### src/rtl/regfile_arb_pkg.sv
// Shared constants for the register-file write-port arbiter: default sizes,
// requester slot assignments and the hard-wired zero register address.
package regfile_arb_pkg;

  localparam int DEF_N_REQ  = 3;
  localparam int DEF_ADDR_W = 5;
  localparam int DEF_DATA_W = 32;

  // Requester slot assignment on the writeback side
  localparam int REQ_ALU    = 0;
  localparam int REQ_LOAD   = 1;
  localparam int REQ_MULDIV = 2;

  // Writes to this register are architecturally discarded
  localparam int REG_ZERO   = 0;

  // Width of an index into n requesters (at least one bit)
  function automatic int ptr_width(input int n);
    return (n > 1) ? $clog2(n) : 1;
  endfunction

endpackage

### src/rtl/rr_pick.sv
// Combinational round-robin picker: scans the eligible vector starting at the
// pointer, wrapping modulo N_REQ, and returns the first eligible requester.
module rr_pick
  import regfile_arb_pkg::*;
#(
  parameter int N_REQ = DEF_N_REQ,
  parameter int PTR_W = ptr_width(DEF_N_REQ)
) (
  input  logic [N_REQ-1:0] eligible,
  input  logic [PTR_W-1:0] ptr,
  output logic [N_REQ-1:0] grant,
  output logic [PTR_W-1:0] grant_idx,
  output logic             any_grant
);

  // First eligible index at or after ptr wins; at most one bit of grant set
  always_comb begin
    int idx;
    grant     = '0;
    grant_idx = '0;
    any_grant = 1'b0;
    idx       = 0;
    for (int k = 0; k < N_REQ; k++) begin
      idx = (int'(ptr) + k) % N_REQ;
      if (!any_grant && eligible[idx]) begin
        any_grant      = 1'b1;
        grant[idx]     = 1'b1;
        grant_idx      = PTR_W'(idx);
      end
    end
  end

endmodule

### src/rtl/regfile_write_arbiter.sv
// Shares the register file's single write port between N_REQ writeback
// requesters. Valid/ready handshake per requester, round-robin grant, and a
// one-entry registered output stage that drives the write port and doubles as
// the in-flight write visible to forwarding/hazard logic.
module regfile_write_arbiter
  import regfile_arb_pkg::*;
#(
  parameter int N_REQ  = DEF_N_REQ,
  parameter int ADDR_W = DEF_ADDR_W,
  parameter int DATA_W = DEF_DATA_W
) (
  input  logic                    clk,
  input  logic                    rst_n,
  input  logic                    arb_en,
  input  logic [N_REQ-1:0]        req_valid,
  input  logic [N_REQ*ADDR_W-1:0] req_reg,
  input  logic [N_REQ*DATA_W-1:0] req_data,
  output logic [N_REQ-1:0]        req_ready,
  output logic                    regWrite,
  output logic [ADDR_W-1:0]       write_reg,
  output logic [DATA_W-1:0]       write_data,
  output logic [N_REQ-1:0]        last_grant
);

  localparam int PTR_W = ptr_width(N_REQ);

  logic [N_REQ-1:0]  zero_req;
  logic [N_REQ-1:0]  eligible;
  logic [N_REQ-1:0]  pick_grant;
  logic [PTR_W-1:0]  pick_idx;
  logic              any_grant;
  logic [PTR_W-1:0]  rr_ptr;
  logic [ADDR_W-1:0] sel_reg;
  logic [DATA_W-1:0] sel_data;

  logic              wr_en_p1;
  logic [ADDR_W-1:0] wr_reg_p1;
  logic [DATA_W-1:0] wr_data_p1;
  logic [N_REQ-1:0]  grant_p1;

  // Split requests into zero-register discards and arbitration candidates
  always_comb begin
    zero_req = '0;
    eligible = '0;
    for (int i = 0; i < N_REQ; i++) begin
      if (req_valid[i]) begin
        if (req_reg[i*ADDR_W +: ADDR_W] == ADDR_W'(REG_ZERO)) begin
          zero_req[i] = 1'b1;
        end else begin
          eligible[i] = arb_en;
        end
      end
    end
  end

  rr_pick #(
    .N_REQ (N_REQ),
    .PTR_W (PTR_W)
  ) u_rr_pick (
    .eligible  (eligible),
    .ptr       (rr_ptr),
    .grant     (pick_grant),
    .grant_idx (pick_idx),
    .any_grant (any_grant)
  );

  // Winner's payload; zero-register discards are acked without touching state
  always_comb begin
    sel_reg   = req_reg[int'(pick_idx)*ADDR_W +: ADDR_W];
    sel_data  = req_data[int'(pick_idx)*DATA_W +: DATA_W];
    req_ready = rst_n ? (zero_req | pick_grant) : '0;
  end

  // ---- stage p0 -> p1: accept winner into the output stage, advance pointer
  always_ff @(posedge clk or negedge rst_n) begin
    if (!rst_n) begin
      rr_ptr     <= '0;
      wr_en_p1   <= 1'b0;
      grant_p1   <= '0;
      wr_reg_p1  <= '0;
      wr_data_p1 <= '0;
    end else begin
      wr_en_p1 <= any_grant;
      grant_p1 <= any_grant ? pick_grant : '0;
      if (any_grant) begin
        wr_reg_p1  <= sel_reg;
        wr_data_p1 <= sel_data;
        rr_ptr     <= (pick_idx == PTR_W'(N_REQ - 1)) ? '0 : pick_idx + PTR_W'(1);
      end
    end
  end

  assign regWrite   = wr_en_p1;
  assign write_reg  = wr_reg_p1;
  assign write_data = wr_data_p1;
  assign last_grant = grant_p1;

endmodule

### config.mk
export PLATFORM = sky130hd
export DESIGN_NAME = regfile_write_arbiter
export DESIGN_NICKNAME = d
export VERILOG_FILES = /design/src/rtl/regfile_arb_pkg.sv /design/src/rtl/rr_pick.sv /design/src/rtl/regfile_write_arbiter.sv
export SDC_FILE = /design/constraint.sdc
export NUM_CORES = 1
export LEC_CHECK = 0
export BUFFER_PORTS_ARGS = -buffer_cell sky130_fd_sc_hd__buf_4
export CAP_MARGIN = 0
export CORE_MARGIN = 4
export CORE_UTILIZATION = 45
export DETAILED_ROUTE_END_ITERATION = 10
export GPL_TIMING_DRIVEN = 1
export PLACE_DENSITY_LB_ADDON = 0.15
export SLEW_MARGIN = 10
export SYNTH_ARGS = -nofsm -noshare
export SYNTH_HDL_FRONTEND = slang
export SYNTH_SLANG_ARGS = --single-unit
### constraint.sdc
create_clock -name clk -period 3 [get_ports clk]
set_input_delay 0.15 -clock clk [delete_from_list [all_inputs] [get_ports clk]]
set_output_delay 0.15 -clock clk [all_outputs]
set_load 0.1 [all_outputs]
==> out/qor.yml, run 1 <==
first_pass_iters: 6
postSynthAreaPerCell_sq_um: 10.3
seq_area_frac_synth_pct: 36.7
cap_viol_max_count: 0
n_fill_cell: 547
clock_sinks: 43
clock_skew_ns: 0.00850
ant_nets: 0
clkTransAtPathRegs_ns: 0.08
synth_top_family_by_area: "compound AO/OA/AOI/OAI gates"
async_flop_share_pct: 100
place_congestion: 0.989
synth_area_leader_cell: "dfrtp_1"
synthAdderAreaFrac_pct: 1.71
die_area_sq_um: 7860
syn_nets: 405
syn_area_sq_um: 2930
fmax_mhz: 352
cts_setup_buffers: 0
worstSetupPathType: "reg2out"
top_layer: "met4"
syn_to_final_growth_pct: 44.2
grt_pass1_wl_mm: 13.8
synth_compound_area_share_pct: 32.6
hold_class: "in2reg"
wl_per_cell_um: 17.8
grt_start_max_net_pins: 44
synth_cells: 284
antenna_cells: 0
hold_violations: 0
synth_edf_count: 0
fin_crit_ns: 2.84
fin_crit_sh_pct: 94.6
grt_overflow: 0
worstSetupStartpointType: "flop"
h-tree-depth: 2
vias: 2968
setup_viol: 0
viasPerCell: 5.75
slew_violations: 0
outcome: "finished clean"
wl_met2_mm: 4.43
grt_pass1_vias: 2830
grt_usage_pct: 22.4
met1Wirelength_mm: 3.62
tightest_slew_ns: 0.746
synth.distinct_cells: 49
required_ns: 2.85
wirelength_mm: 9.20
drc: 0
cts_made_buffers: 5
finalSetupTns_ns: 0
antenna_found_initial: 0
ios: 161
end_kind: "primary output"
synth_seq_cells: 43
synthSimpleGateAreaFrac_pct: 21.6
crit_path_max_fanout: 12
cts_buffer_depth: 2
arrival_ns: 2.69
synth_warnings: 0
synth_xor_area_share_pct: 0
route.met3.wl_mm: 1.03
cts-root-buf: "clkbuf_8"
insertion_delay_ns: 0.29
num_rows: 29
synth_ff_type: "dfrtp_1"
synthMuxAreaShare_pct: 0
largest_reg_flops: 32
dpl.hpwl_mm: 7.11
grt_setup_unrepaired: "false"
drt_iter0_drc: 168
initial_core_util_pct: 46.1
final_nets: 559
slew_headroom_pct: 50.0
synth_top_area_share_pct: 36.7
die_height_um: 88.7
port_buffers: 160
cts_tree: "yes"
core_sq_um: 6350
synthTopCellsByArea: "dfrtp_1 37%, a21oi_2 9.9%, nor2_4 6.9%, a22oi_1 5.9%, a222oi_1 5.1%"
drive_above_1_share_pct: 57.9
die_width_um: 88.7
## placed cells by master, fill, tap and decap left out, types with 2 or more instances in the layout
cell type  Yosys  layout
a21o_1         4       4
inv_1          4       4
nor3_2         2       2
nor2_4        18      18
ha_1           4       3
o21ai_1        4       4
nand2_1       25      25
a222oi_1      15      15
dfrtp_1       43      43
a21oi_1       17      17
nand3_2       12      12
nor2_1        13      13
a31oi_2        0       3
or2_2          2       2
clkbuf_8       0       5
o21ai_0        2       2
a21oi_2       33      33
buf_4          2     167
o32a_1         2       2
a22oi_1       23      23
o211ai_1       2       2
a211oi_1       5       5
nand3_1        6       6
## cells in the mapped netlist (2+ instances only)
master      n
a2111oi_0   2
a211oi_1    5
a21o_1      4
a21oi_1    17
a21oi_2    33
a222oi_1   15
a22oi_1    23
a31oi_1     3
buf_12      2
buf_2       5
buf_4       2
buf_6       4
buf_8       3
clkbuf_1    6
dfrtp_1    43
ha_1        4
inv_1       4
nand2_1    25
nand3_1     6
nand3_2    12
nor2_1     13
nor2_4     18
nor3_2      2
o211ai_1    2
o21ai_0     2
o21ai_1     4
o32a_1      2
or2_2       2
## per-stage QoR
| stage | setup slack [ns] | cells | hold WS [ns] | cell area, sq um | util, % |
|---|---|---|---|---|---|
| 3_5_place_dp | 0.372 | 507 | 0.307 | 4130 | 65.0 |
| 4_1_cts | 0.0404 | 516 | 0.0575 | 4220 | 66.5 |
| 6_report | 0.162 | 516 | 0.0676 | 4220 | 66.5 |
| 3_3_place_gp | 0.462 | 507 | 0.303 | 4130 | 65.0 |
| 2_1_floorplan | 0.0728 | 284 | -0.146 | 2950 | - |
| 5_1_grt | 0.00923 | 516 | 0.0542 | 4220 | 66.5 |
## layer usage
metal  global-route usage (%)  vias to the layer above
met3                     6.80                       10
met5                        0                        -
met4                     5.49                        0
li1                         -                     1394
met1                     28.4                     1396
met2                     37.2                      168
## cell type report
| cell class | count | area [sq um] | area share, % |
|---|---|---|---|
| Multi-Input combinational cell | 214 | 1660 | 39.3 |
| Timing Repair Buffer | 169 | 1280 | 30.4 |
| Sequential cell | 43 | 1080 | 25.5 |
| Tap cell | 77 | 96.3 | 2.28 |
| Clock buffer | 6 | 72.6 | 1.72 |
| Inverter | 5 | 23.8 | 0.563 |
| Clock inverter | 2 | 12.5 | 0.296 |
## path summary, 6_finish.rpt
path	from	to	slack, ns	cells after the start
max in group asynchronous	rst_n	rr_ptr[0]	2.11	3
setup reg to reg	rr_ptr[0]	write_data[28]	0.40	9
min in group asynchronous	rst_n	last_grant[0]	0.50	3
hold / removal	req_data[52]	write_data[20]	0.07	3
hold reg to reg	write_data[24]	write_data[24]	0.53	2
setup / recovery	rr_ptr[0]	req_ready[2]	0.16	8
## cell families (layout without fill, tap and decap cells)
kind of cell               Yosys count  count (layout)
DFF                                 43              43
adders and majority gates            4               4
AOI/OAI and AO/OA                  120             120
and+or+nand+nor                     90              90
buffers and inverters               27             182
## critical path, stage by stage, from the launching register on
cell	delay (ns)
dfrtp_1	0.42
inv_1	0.09
ha_2	0.29
inv_1	0.14
a211oi_1	0.62
o32a_1	0.26
o22ai_1	0.12
a31oi_2	0.15
buf_4	0.31
## timing repair
item                                    4_1_cts  5_1_grt
endpoints found under the setup margin        0        3
hold endpoints to repair                     43        0
resized for setup                             0        2
hold buffers                                  1        0
Power of run 1 is left out: the tool's default activity adds up to more than one toggle a clock period on the data nets, which glitch-free logic cannot reach.
==> run 2: changes to the inputs <==
--- a/config.mk
+++ b/config.mk
@@ -12,6 +12,7 @@
 export DETAILED_ROUTE_END_ITERATION = 10
 export GPL_TIMING_DRIVEN = 1
 export PLACE_DENSITY_LB_ADDON = 0.15
+export SETUP_SLACK_MARGIN = 0.3
 export SLEW_MARGIN = 10
 export SYNTH_ARGS = -nofsm -noshare
 export SYNTH_HDL_FRONTEND = slang
==> out/qor.yml, run 2 (synthesis results as in run 1) <==
insertion_delay_ns: 0.30
wirelength_mm: 9.36
clock_sinks: 43
hold_violations: 0
hold_start: "req_data[19]"
num_rows: 29
worstSetupStartpointType: "flop"
drive_above_1_share_pct: 60.0
r2r_start: "rr_ptr[0]"
die_area_sq_um: 7860
die_width_um: 88.7
clkTransAtPathRegs_ns: 0.09
grt_setup_unrepaired: "false"
core_sq_um: 6350
ant_nets: 0
cap_viol_max_count: 0
syn_to_final_growth_pct: 47.2
required_ns: 2.85
layout_commonest_cell: "buf_4"
design_area_sq_um: 4310
first_pass_iters: 5
place_congestion: 0.896
antenna_cells: 0
slew_violations: 0
antenna_found_initial: 0
h-tree-depth: 2
layout_common_cells: "171 x buf_4, 43 x dfrtp_1, 34 x a21oi_2"
clock_skew_ns: 0.0127
cts_buffer_depth: 2
setup_viol: 0
die_height_um: 88.7
grt_usage_pct: 22.2
end_kind: "primary output"
fin_crit_sh_pct: 86.9
drt_iter0_drc: 238
finalSetupTns_ns: 0
wl_per_cell_um: 17.9
drc: 0
n_fill_cell: 529
hold_class: "in2reg"
multi_input_area_sq_um: 1710
outcome: "finished clean"
cts_made_buffers: 5
slew_headroom_pct: 59.2
port_buffers: 160
fin_crit_ns: 2.61
cts_tree: "yes"
grt_overflow: 0
worst_slack_ns: 0.393
crit_path_max_fanout: 14
vias: 2980
dp_slack_ns: 0.375
grt_pass1_wl_mm: 13.6
arrival_ns: 2.46
seq_area_sq_um: 1080
largest_reg_flops: 32
crit_start: "rr_ptr[0]"
cts-root-buf: "clkbuf_8"
grt_pass1_vias: 2771
dpl_cell_area_sq_um: 4140
viasPerCell: 5.71
ios: 161
fmax_mhz: 384
worstSetupPathType: "reg2out"
initial_core_util_pct: 46.1
grt_start_max_net_pins: 44
dpl.hpwl_mm: 6.99
tightest_slew_ns: 0.609
final_nets: 565
==> run 2: worst paths after layout <==
path / to / slack (ns) / cells past startpoint
worst max register to register: write_data[26] / 0.50 / 10
max in group asynchronous: rr_ptr[0] / 2.10 / 3
worst min-delay path: write_data[19] / 0.06 / 3
worst min register to register: write_data[24] / 0.52 / 2
min in group asynchronous: write_reg[3] / 0.50 / 3
worst max-delay path: req_ready[0] / 0.39 / 8
==> run 2: metal layers <==
layer	track usage, %	routed length, um	share of wire (%)
met1	29.4	3750	40
met4	4.67	119	1.3
met5	0	0	0
met2	36.6	4500	48
met3	6.05	987	11
==> run 2: final cells by class <==
type	instances	area share [%]
tap	77	2.23
sequential	43	25.0
multi-input combinational	215	39.7
timing repair buffer	174	30.5
clock inverter	2	0.290
clock buffer	6	1.68
inverter	5	0.638
==> run 2: timing repair <==
action / CTS / global route
gates cloned: 0 / 1
setup endpoints to repair: 3 / 38
hold endpoints to repair: 43 / 0
hold buffers: 1 / 0
resized for setup: 5 / 7
setup buffers: 0 / 3
==> run 2: through the flow <==
| step | cells | utilization (%) | hold slack (ns) |
|---|---|---|---|
| finish | 522 | 67.9 | 0.0594 |
| detailed placement | 509 | 65.1 | 0.301 |
| floorplan | 284 | - | -0.146 |
| global placement | 509 | 65.1 | 0.301 |
| global route | 522 | 67.9 | 0.0559 |
| CTS | 518 | 67.0 | 0.0562 |
==> run 2: worst max-delay path, cell delays in order (launching register included) <==
cell      delay [ns]
dfrtp_1         0.42
inv_2           0.10
ha_4            0.21
buf_4           0.17
or4_1           0.53
a21oi_2         0.18
a211oi_1        0.11
a31oi_2         0.20
buf_6           0.25
Power of run 2 is left out for the same reason.
